==> src/rtl/skynet_mul_share_arb.sv <==
// Time-shares one signed 9x11 multiplier among NUM_REQ requesters.
// A round-robin arbiter feeds a two-stage pipeline. S1 holds the operands
// and the requester tag. S2 holds the registered product and drives the
// backpressured result channel.
module skynet_mul_share_arb #(
  parameter int NUM_REQ = 4,
  parameter int ID_W    = 2
) (
  input  logic                  ap_clk,
  input  logic                  ap_rst_n,
  input  logic [NUM_REQ-1:0]    req_valid,
  input  logic [NUM_REQ*9-1:0]  req_a,
  input  logic [NUM_REQ*11-1:0] req_b,
  output logic [NUM_REQ-1:0]    req_ready,
  output logic                  res_valid,
  output logic [19:0]           res_data,
  output logic [ID_W-1:0]       res_id,
  input  logic                  res_ready,
  output logic                  busy
);

  localparam int PTR_SPAN = 2 ** ID_W;

  logic [ID_W-1:0]     rrPtr_q, rrPtr_d;
  logic                s1Valid_q, s1Valid_d;
  logic signed [8:0]   s1A_q, s1A_d;
  logic signed [10:0]  s1B_q, s1B_d;
  logic [ID_W-1:0]     s1Id_q, s1Id_d;
  logic                resValid_q, resValid_d;
  logic signed [19:0]  resData_q, resData_d;
  logic [ID_W-1:0]     resId_q, resId_d;

  logic                s2Load;
  logic                s1En;
  logic                grantFound;
  logic [ID_W-1:0]     grantIdx;
  logic                handshake;
  logic [PTR_SPAN-1:0] validExt;
  logic [ID_W:0]       candSum;
  logic signed [8:0]   selA;
  logic signed [10:0]  selB;
  logic signed [19:0]  product;

  // Widening the valid vector lets a pointer-width index select it safely.
  assign validExt  = PTR_SPAN'(req_valid);
  assign s2Load    = !resValid_q || res_ready;
  assign s1En      = !s1Valid_q || s2Load;
  assign handshake = ap_rst_n && grantFound && s1En;
  assign product   = $signed({{11{s1A_q[8]}}, s1A_q}) * $signed({{9{s1B_q[10]}}, s1B_q});

  // Round-robin search: the first valid requester at or after the pointer, with wrap.
  always_comb begin
    grantFound = 1'b0;
    grantIdx   = '0;
    candSum    = '0;
    for (int k = 0; k < NUM_REQ; k++) begin
      candSum = {1'b0, rrPtr_q} + (ID_W+1)'(k);
      if (candSum >= (ID_W+1)'(NUM_REQ)) begin
        candSum = candSum - (ID_W+1)'(NUM_REQ);
      end
      if (!grantFound && validExt[candSum[ID_W-1:0]]) begin
        grantFound = 1'b1;
        grantIdx   = candSum[ID_W-1:0];
      end
    end
  end

  // Select the granted requester's operands from the packed buses.
  always_comb begin
    selA = '0;
    selB = '0;
    for (int i = 0; i < NUM_REQ; i++) begin
      if (grantIdx == ID_W'(i)) begin
        selA = req_a[9*i +: 9];
        selB = req_b[11*i +: 11];
      end
    end
  end

  // Only the granted requester sees ready, and only when S1 can take it and reset is released.
  always_comb begin
    req_ready = '0;
    for (int i = 0; i < NUM_REQ; i++) begin
      req_ready[i] = handshake && (grantIdx == ID_W'(i));
    end
  end

  // Next-state logic: S2 drains S1, S1 takes the granted request, and the pointer moves past the winner.
  always_comb begin
    rrPtr_d    = rrPtr_q;
    s1Valid_d  = s1Valid_q;
    s1A_d      = s1A_q;
    s1B_d      = s1B_q;
    s1Id_d     = s1Id_q;
    resValid_d = resValid_q;
    resData_d  = resData_q;
    resId_d    = resId_q;
    if (s2Load) begin
      resValid_d = s1Valid_q;
      resData_d  = product;
      resId_d    = s1Id_q;
    end
    if (s1En) begin
      s1Valid_d = handshake;
      if (handshake) begin
        s1A_d   = selA;
        s1B_d   = selB;
        s1Id_d  = grantIdx;
        rrPtr_d = (grantIdx == ID_W'(NUM_REQ - 1)) ? '0 : grantIdx + ID_W'(1);
      end
    end
  end

  // State registers; reset drops every in-flight operation.
  always_ff @(posedge ap_clk) begin
    if (!ap_rst_n) begin
      rrPtr_q    <= '0;
      s1Valid_q  <= 1'b0;
      s1A_q      <= '0;
      s1B_q      <= '0;
      s1Id_q     <= '0;
      resValid_q <= 1'b0;
      resData_q  <= '0;
      resId_q    <= '0;
    end else begin
      rrPtr_q    <= rrPtr_d;
      s1Valid_q  <= s1Valid_d;
      s1A_q      <= s1A_d;
      s1B_q      <= s1B_d;
      s1Id_q     <= s1Id_d;
      resValid_q <= resValid_d;
      resData_q  <= resData_d;
      resId_q    <= resId_d;
    end
  end

  assign res_valid = resValid_q;
  assign res_data  = resData_q;
  assign res_id    = resId_q;
  assign busy      = s1Valid_q || resValid_q;

endmodule
==> config.mk <==
export PLATFORM = sky130hd
export DESIGN_NAME = skynet_mul_share_arb
export DESIGN_NICKNAME = d
export VERILOG_FILES = /design/src/rtl/skynet_mul_share_arb.sv
export SDC_FILE = /design/constraint.sdc
export NUM_CORES = 1
export LEC_CHECK = 0
export ABC_AREA = 0
export BUFFER_PORTS_ARGS = -buffer_cell sky130_fd_sc_hd__buf_2
export CORE_MARGIN = 4
export CORE_UTILIZATION = 45
export DETAILED_ROUTE_END_ITERATION = 8
export PLACE_DENSITY = 0.67
export SYNTH_ARGS = -nofsm -noshare
export SYNTH_HDL_FRONTEND = slang
export SYNTH_SLANG_ARGS = --single-unit
==> constraint.sdc <==
create_clock -name ap_clk -period 9.5 [get_ports ap_clk]
set_clock_uncertainty 0.1 [all_clocks]
set_input_delay 1.9 -clock ap_clk [delete_from_list [all_inputs] [get_ports ap_clk]]
set_output_delay 1.9 -clock ap_clk [all_outputs]
set_load 0.05 [all_outputs]
==> impl_results.md, run 1 <==
* Status: complete, no violations
* Top cell type's share of synthesized area at 0.278
* Inserted Diodes at 0
* VDD IR max at 0.0723 mV
* Worst setup EP type: primary output
* CP Launch Type: primary input
* Wirelength, routed at 14900 microns
* Core ar. at 13200 sq um
* Flops & latches, synth at 48
* # clock sinks at 48
* DRC viols at 0
* Post-CTS Setup Bufs at 0
* Die boundary width at 124 microns
* Die Y at 124 microns
* Clock Path Buffers at 2
* Vias in the first global route at 5294
* FMAX at 0.172 GHz
* Power Density at 156 nW/um^2
* RSZ-0062 raised after global routing: false
* Min cycle time layout at 5.80 ns
* Post-synth EDFFs at 0
* First-pass GRT wire length at 25200 microns
* Share of cells above drive strength 1 at 0.194
* CP Class: primary input to primary output
* Max-slew headroom at 0.200
* CP dominant cell by count: buf_2
* Critical path's slowest cell: ha_1
* Count leader, synth: nand2_1
* Setup tns final at 0 ns
* Bufs and invs on worst path at 2
* Initial antenna violation count at 0
* # setup viols final at 0
* Crit path cell chain: buf_2, a21oi_1, o21a_1, o22ai_1, ha_1, and2_1, buf_2
* Met3 usage at 0.0341
* Dpl cell area at 6630 sq um
* Cell Rows at 42
* Die ar. at 15400 sq um
* Crit path max fanout at 23
* Post-Syn Nets at 927
* Mean post-synth cell area at 8.52 sq um
* IO Count at 115
* Root Driver: clkbuf_16
* Top cells by area, synth: fa_1, dfxtp_1, ha_1
* Mapped cell area at 6050 sq um
* Crit path largest cell delay at 0.70 ns
* Largest net degree at the start of global routing at 47
* Worst EP arrival at 3.80 ns
* Reg clk slew, reported paths at 0.06 ns
* Static leakage at 3.46 nW
* I/O Buffers at 114
* Cells after synthesis at 710
* Drt wl/cell at 15.4 microns
* CP delay by family, top: adder cells
* M2 GR Usage at 0.359
* Netlist cell types at 47
* Via density at 5.18
* Fin. Hold Viols at 0
* Ys flop type: dfxtp_1
* Hold_buf cts at 0
* Final core utilization at 0.516
* Most Crowded Layer GR: met2
* Layout area overhead at 12.6%
* Final HPWL DP at 12400 microns
* First-pass DRT Iterations at 5
* Syn. warnings at 0
* Gr usage total at 0.207
* Clk Latency, worst-skew pair at 0.29 ns
* CTS tree: yes
* Placer congestion estimate at 0.939
* Worst Tran Pin Value at 1.20 ns
* Grt ovf at 0
* Via Count at 4997
* Yosys top cell by area: fa_1
* # nets final at 1005
* Num CTS Buffers at 5
* Asr flop ratio synth at 0
* ANT nets after route at 0
* Hold_ws at 0.347 ns
* Max cap viols at 0
* Max Slew Vio Count at 0
* Final period util at 0.610
* Req. time, crit path at 7.50 ns
* HP Class: flop to flop
* Top cells by count, synth: nand2_1, fa_1, inv_1
* Fin area at 6810 sq um
* Initial Util at 0.458
* Initial DRC Count at 246
* GR Util met1 at 0.268
* H-tree levels at 2
* Sequential cell area fraction in the yosys report at 0.159
* CTS resizes at 0
-- through the flow --
stage	std cells	power, mW	worst slack (ns)
2_1_floorplan	710	0.718	4.03
3_3_place_gp	957	0.850	3.82
3_5_place_dp	957	0.861	3.72
4_1_cts	965	1.07	3.71
5_1_grt	965	1.15	3.57
6_report	965	1.06	3.70
-- logic make-up after synthesis --
family | synth area share
muxes | 0.00517
xor gates and xnor gates | 0.0261
buffers and inverters | 0.0902
DFF | 0.159
adders and majority gates | 0.373
and+or+nand+nor | 0.184
AOI/OAI and AO/OA | 0.162
-- worst paths after layout --
path                             start                         to  slack [ns]  depth (start not counted)
max                       req_valid[0]               req_ready[1]        3.70                          7
min          res_data[15]$_SDFFE_PN0P_  res_data[15]$_SDFFE_PN0P_        0.35                          2
max reg2reg      s1A_q[7]$_SDFFE_PN0P_  res_data[19]$_SDFFE_PN0P_        4.24                         15
min reg2reg  res_data[15]$_SDFFE_PN0P_  res_data[15]$_SDFFE_PN0P_        0.35                          2
-- worst min-delay path, delay by kind of cell (launching register included) --
family	cells	cell delay, ns
AOI/OAI and AO/OA	1	0.05
and+or+nand+nor	1	0.05
DFF	1	0.31
-- state kept, by name, indices dropped and copies added (netlist names) --
signal,count
rrPtr_q,2
s1B_q,11
s1A_q,9
s1Id_q,2
res_data,20
res_id,2
s1Valid_q,1
res_valid,1
-- placed cells by master (no fill, tap or decap), types with 4 or more instances in the layout --
master | synthesis | routed
xnor2_1 | 14 | 14
clkbuf_16 | 0 | 5
a21o_1 | 5 | 5
nor2b_1 | 12 | 12
ha_1 | 46 | 46
fa_1 | 84 | 84
buf_2 | 12 | 114
nand2b_1 | 8 | 8
a21oi_1 | 46 | 46
buf_4 | 0 | 4
nor2_1 | 49 | 49
dfxtp_1 | 48 | 48
o21ai_1 | 9 | 9
o211ai_1 | 8 | 8
o21ai_0 | 17 | 17
o21ai_2 | 7 | 7
o211ai_2 | 14 | 14
nand3_1 | 9 | 9
and2_1 | 47 | 47
a22oi_1 | 19 | 19
nand2_1 | 100 | 100
a211oi_1 | 4 | 4
xor2_1 | 4 | 4
inv_1 | 83 | 83
-- per-layer routing --
metal  routed length, microns  vias up  share of wire
li1                         -     2442              -
met1                     6590     2378           0.44
met2                     7200      161           0.48
met3                      805       16          0.054
met4                      280        0          0.019
met5                        0        -              0
-- report_power, final --
part           switching [mW]  internal (mW)
logic                   0.361          0.216
clock network          0.0788          0.125
registers              0.0444          0.236
total                   0.484          0.577
-- layout make-up --
| type | instances | area, sq um |
|---|---|---|
| Inverter | 83 | 312 |
| Sequential cell | 48 | 961 |
| Fill cell | 1235 | 6380 |
| Tap cell | 176 | 220 |
| Clock buffer | 5 | 125 |
| Timing Repair Buffer | 118 | 601 |
| Multi-Input combinational cell | 532 | 4540 |
| Clock inverter | 3 | 46.3 |
Power figures use the tool's default switching activity.
==> inputs of run 2 (changes only) <==
Settings changed: PLACE_DENSITY 0.67 to 0.7.
Clock period 9.5 ns to 4.9 ns, I/O delays scaled along.
==> run 2 against run 1 <==
  * Non-clock buffer count rose by 35
  * Global-route usage rose by 0.72 points
  * Worst hold slack improved by 0.0019 ns
  * Sequential share of layout area fell by 0.29 points
  * Critical path type is now flop to flop
==> impl_results.md, run 2 (synthesis gave the netlist of run 1 again) <==
* Total power at 2.18 mW (was 1.06 mW)
* Worst EP arrival at 4.89 ns (was 3.80 ns)
* Core ar. at 13200 sq um (unchanged)
* Req. time, crit path at 5.00 ns (was 7.50 ns)
* Worst Tran Pin Value at 0.852 ns (was 1.20 ns)
* Wirelength, routed at 15300 microns (was 14900 microns)
* IO Count at 115 (unchanged)
* DRC viols at 0 (unchanged)
* Most common cell after layout, fill and taps aside: buf_2 (unchanged)
* RSZ-0062 raised after global routing: true (was false)
* CP dominant cell by count: fa_1 (was buf_2)
* Via density at 5.12 (was 5.18)
* Min cycle time layout at 4.79 ns
* First-pass DRT Iterations at 5 (unchanged)
* # setup viols final at 0 (unchanged)
* Power Density at 303 nW/um^2 (was 156 nW/um^2)
* Worst setup EP type: flop (was primary output)
* Root Driver: clkbuf_16 (unchanged)
* Inserted Diodes at 0 (unchanged)
* Initial Util at 0.458 (unchanged)
* Clock Path Buffers at 2 (unchanged)
* Share of cells above drive strength 1 at 0.266 (was 0.194)
* CP Class: flop to flop (was primary input to primary output)
* Crit path largest cell delay at 0.58 ns (was 0.70 ns)
* Initial antenna violation count at 0 (unchanged)
* Post-Place Cells at 991 (was 957)
* Max reg flops at 20 (unchanged)
* ANT nets after route at 0 (unchanged)
* I/O Buffers at 114 (unchanged)
* H-tree levels at 2 (unchanged)
* FMAX at 0.209 GHz
* Max cap viols at 0 (unchanged)
* Largest net degree at the start of global routing at 43 (was 47)
* Grt ovf at 0 (unchanged)
* Drt wl/cell at 15.3 microns (was 15.4 microns)
* Critical path's slowest cell: fa_1 (was ha_1)
* Reg clk slew, reported paths at 0.07 ns (was 0.06 ns)
* Die ar. at 15400 sq um (unchanged)
* First-pass GRT wire length at 25900 microns (was 25200 microns)
* Cell Rows at 42 (unchanged)
* Final period util at 0.977
* Final HPWL DP at 12600 microns (was 12400 microns)
* # clock sinks at 48 (unchanged)
* Crit path cell chain: buf_4, and2_1, fa_1, fa_1, fa_1, fa_1, ha_1, ha_1, a211oi_1, o21bai_1, a21o_1, a41oi_2, o21ai_1, xnor2_1, a211oi_1 (was buf_2, a21oi_1, o21a_1, o22ai_1, ha_1, and2_1, buf_2)
* Die boundary width at 124 microns (unchanged)
* # nets final at 1040 (was 1005)
* Finished Layout Cells at 1000 (was 965)
* Static leakage at 3.66 nW (was 3.46 nW)
* Max Slew Vio Count at 0 (unchanged)
* Most frequent cells in the layout: buf_2, nand2_1, inv_1, fa_1, nor2_1 (was buf_2, nand2_1, fa_1, inv_1, nor2_1)
* Layout area overhead at 18.7% (was 12.6%)
* Gr usage total at 0.214 (was 0.207)
* Worst reg2reg path depth at 15 (unchanged)
* Depth of the worst hold-timing path at 2 (unchanged)
* Filler cells at 1230 (was 1235)
* CP delay by family, top: adder cells (unchanged)
* Final core utilization at 0.544 (was 0.516)
* Critical Path Stages at 15 (was 7)
* Vias in the first global route at 5293 (was 5294)
* Status: complete, no violations (unchanged)
* Fin. Hold Viols at 0 (unchanged)
* CP Launch Type: flop (was primary input)
* CTS tree: yes (unchanged)
* HP Class: flop to flop (unchanged)
* Hold_ws at 0.349 ns (was 0.347 ns)
* Max-slew headroom at 0.432 (was 0.200)
* Placer congestion estimate at 0.931 (was 0.939)
* Num CTS Buffers at 5 (unchanged)
* Hold_buf cts at 0 (unchanged)
* Initial DRC Count at 207 (was 246)
* Bufs and invs on worst path at 1 (was 2)
* Clk Latency, worst-skew pair at 0.29 ns (about the same)
* VDD IR max at 0.168 mV (was 0.0723 mV)
* Die Y at 124 microns (unchanged)
* Via Count at 5123 (was 4997)
* Crit path max fanout at 6 (was 23)
[run 2: tightest hold or removal path, cell delays in order, from the launching register on]
cell and delay, ns:
dfxtp_1 0.31, nand2_1 0.05, a21oi_1 0.05
[run 2: per-stage QoR]
stage / instance area, sq um / setup TNS [ns] / worst slack (ns)
finish: 7180 / 0 / 0.115
global route: 7180 / -0.0463 / -0.0252
CTS: 7080 / 0 / 0.00563
detailed placement: 6890 / -0.106 / -0.0728
global placement: 6890 / -0.0218 / -0.0218
floorplan: 6050 / 0 / 0.0388
[run 2: repair_timing]
item,4_1_cts,5_1_grt
endpoints found under the setup margin,3,7
gates resized for setup,9,30
pin swaps,0,6
buffers inserted,0,1
[run 2: worst paths after layout]
| check | startpoint | endpoint | slack (ns) |
|---|---|---|---|
| setup / recovery | s1B_q[5]$_SDFFE_PN0P_ | res_data[18]$_SDFFE_PN0P_ | 0.11 |
| hold / removal | res_data[8]$_SDFFE_PN0P_ | res_data[8]$_SDFFE_PN0P_ | 0.35 |
| setup reg to reg | s1B_q[5]$_SDFFE_PN0P_ | res_data[18]$_SDFFE_PN0P_ | 0.11 |
| hold reg to reg | res_data[8]$_SDFFE_PN0P_ | res_data[8]$_SDFFE_PN0P_ | 0.35 |
[run 2: cell type report]
| class | instances | area [sq um] | area share |
|---|---|---|---|
| Inverter | 83 | 312 | 0.0434 |
| Timing Repair Buffer | 153 | 867 | 0.121 |
| Sequential cell | 48 | 992 | 0.138 |
| Tap cell | 176 | 220 | 0.0307 |
| Clock buffer | 5 | 125 | 0.0174 |
| Clock inverter | 3 | 47.5 | 0.00663 |
| Multi-Input combinational cell | 532 | 4610 | 0.643 |
[run 2: metal layers]
| layer | global-route usage | wire length [microns] | share of wire |
|---|---|---|---|
| met2 | 0.361 | 7350 | 0.48 |
| met1 | 0.282 | 6700 | 0.44 |
| met3 | 0.0350 | 809 | 0.053 |
| met4 | 0.0678 | 452 | 0.030 |
| met5 | 0 | 0 | 0 |
[run 2: power breakdown]
group	switching, mW	total [mW]	internal [mW]
Sequential	0.0652	0.526	0.461
Combinational	0.752	1.25	0.493
Clock	0.163	0.406	0.243
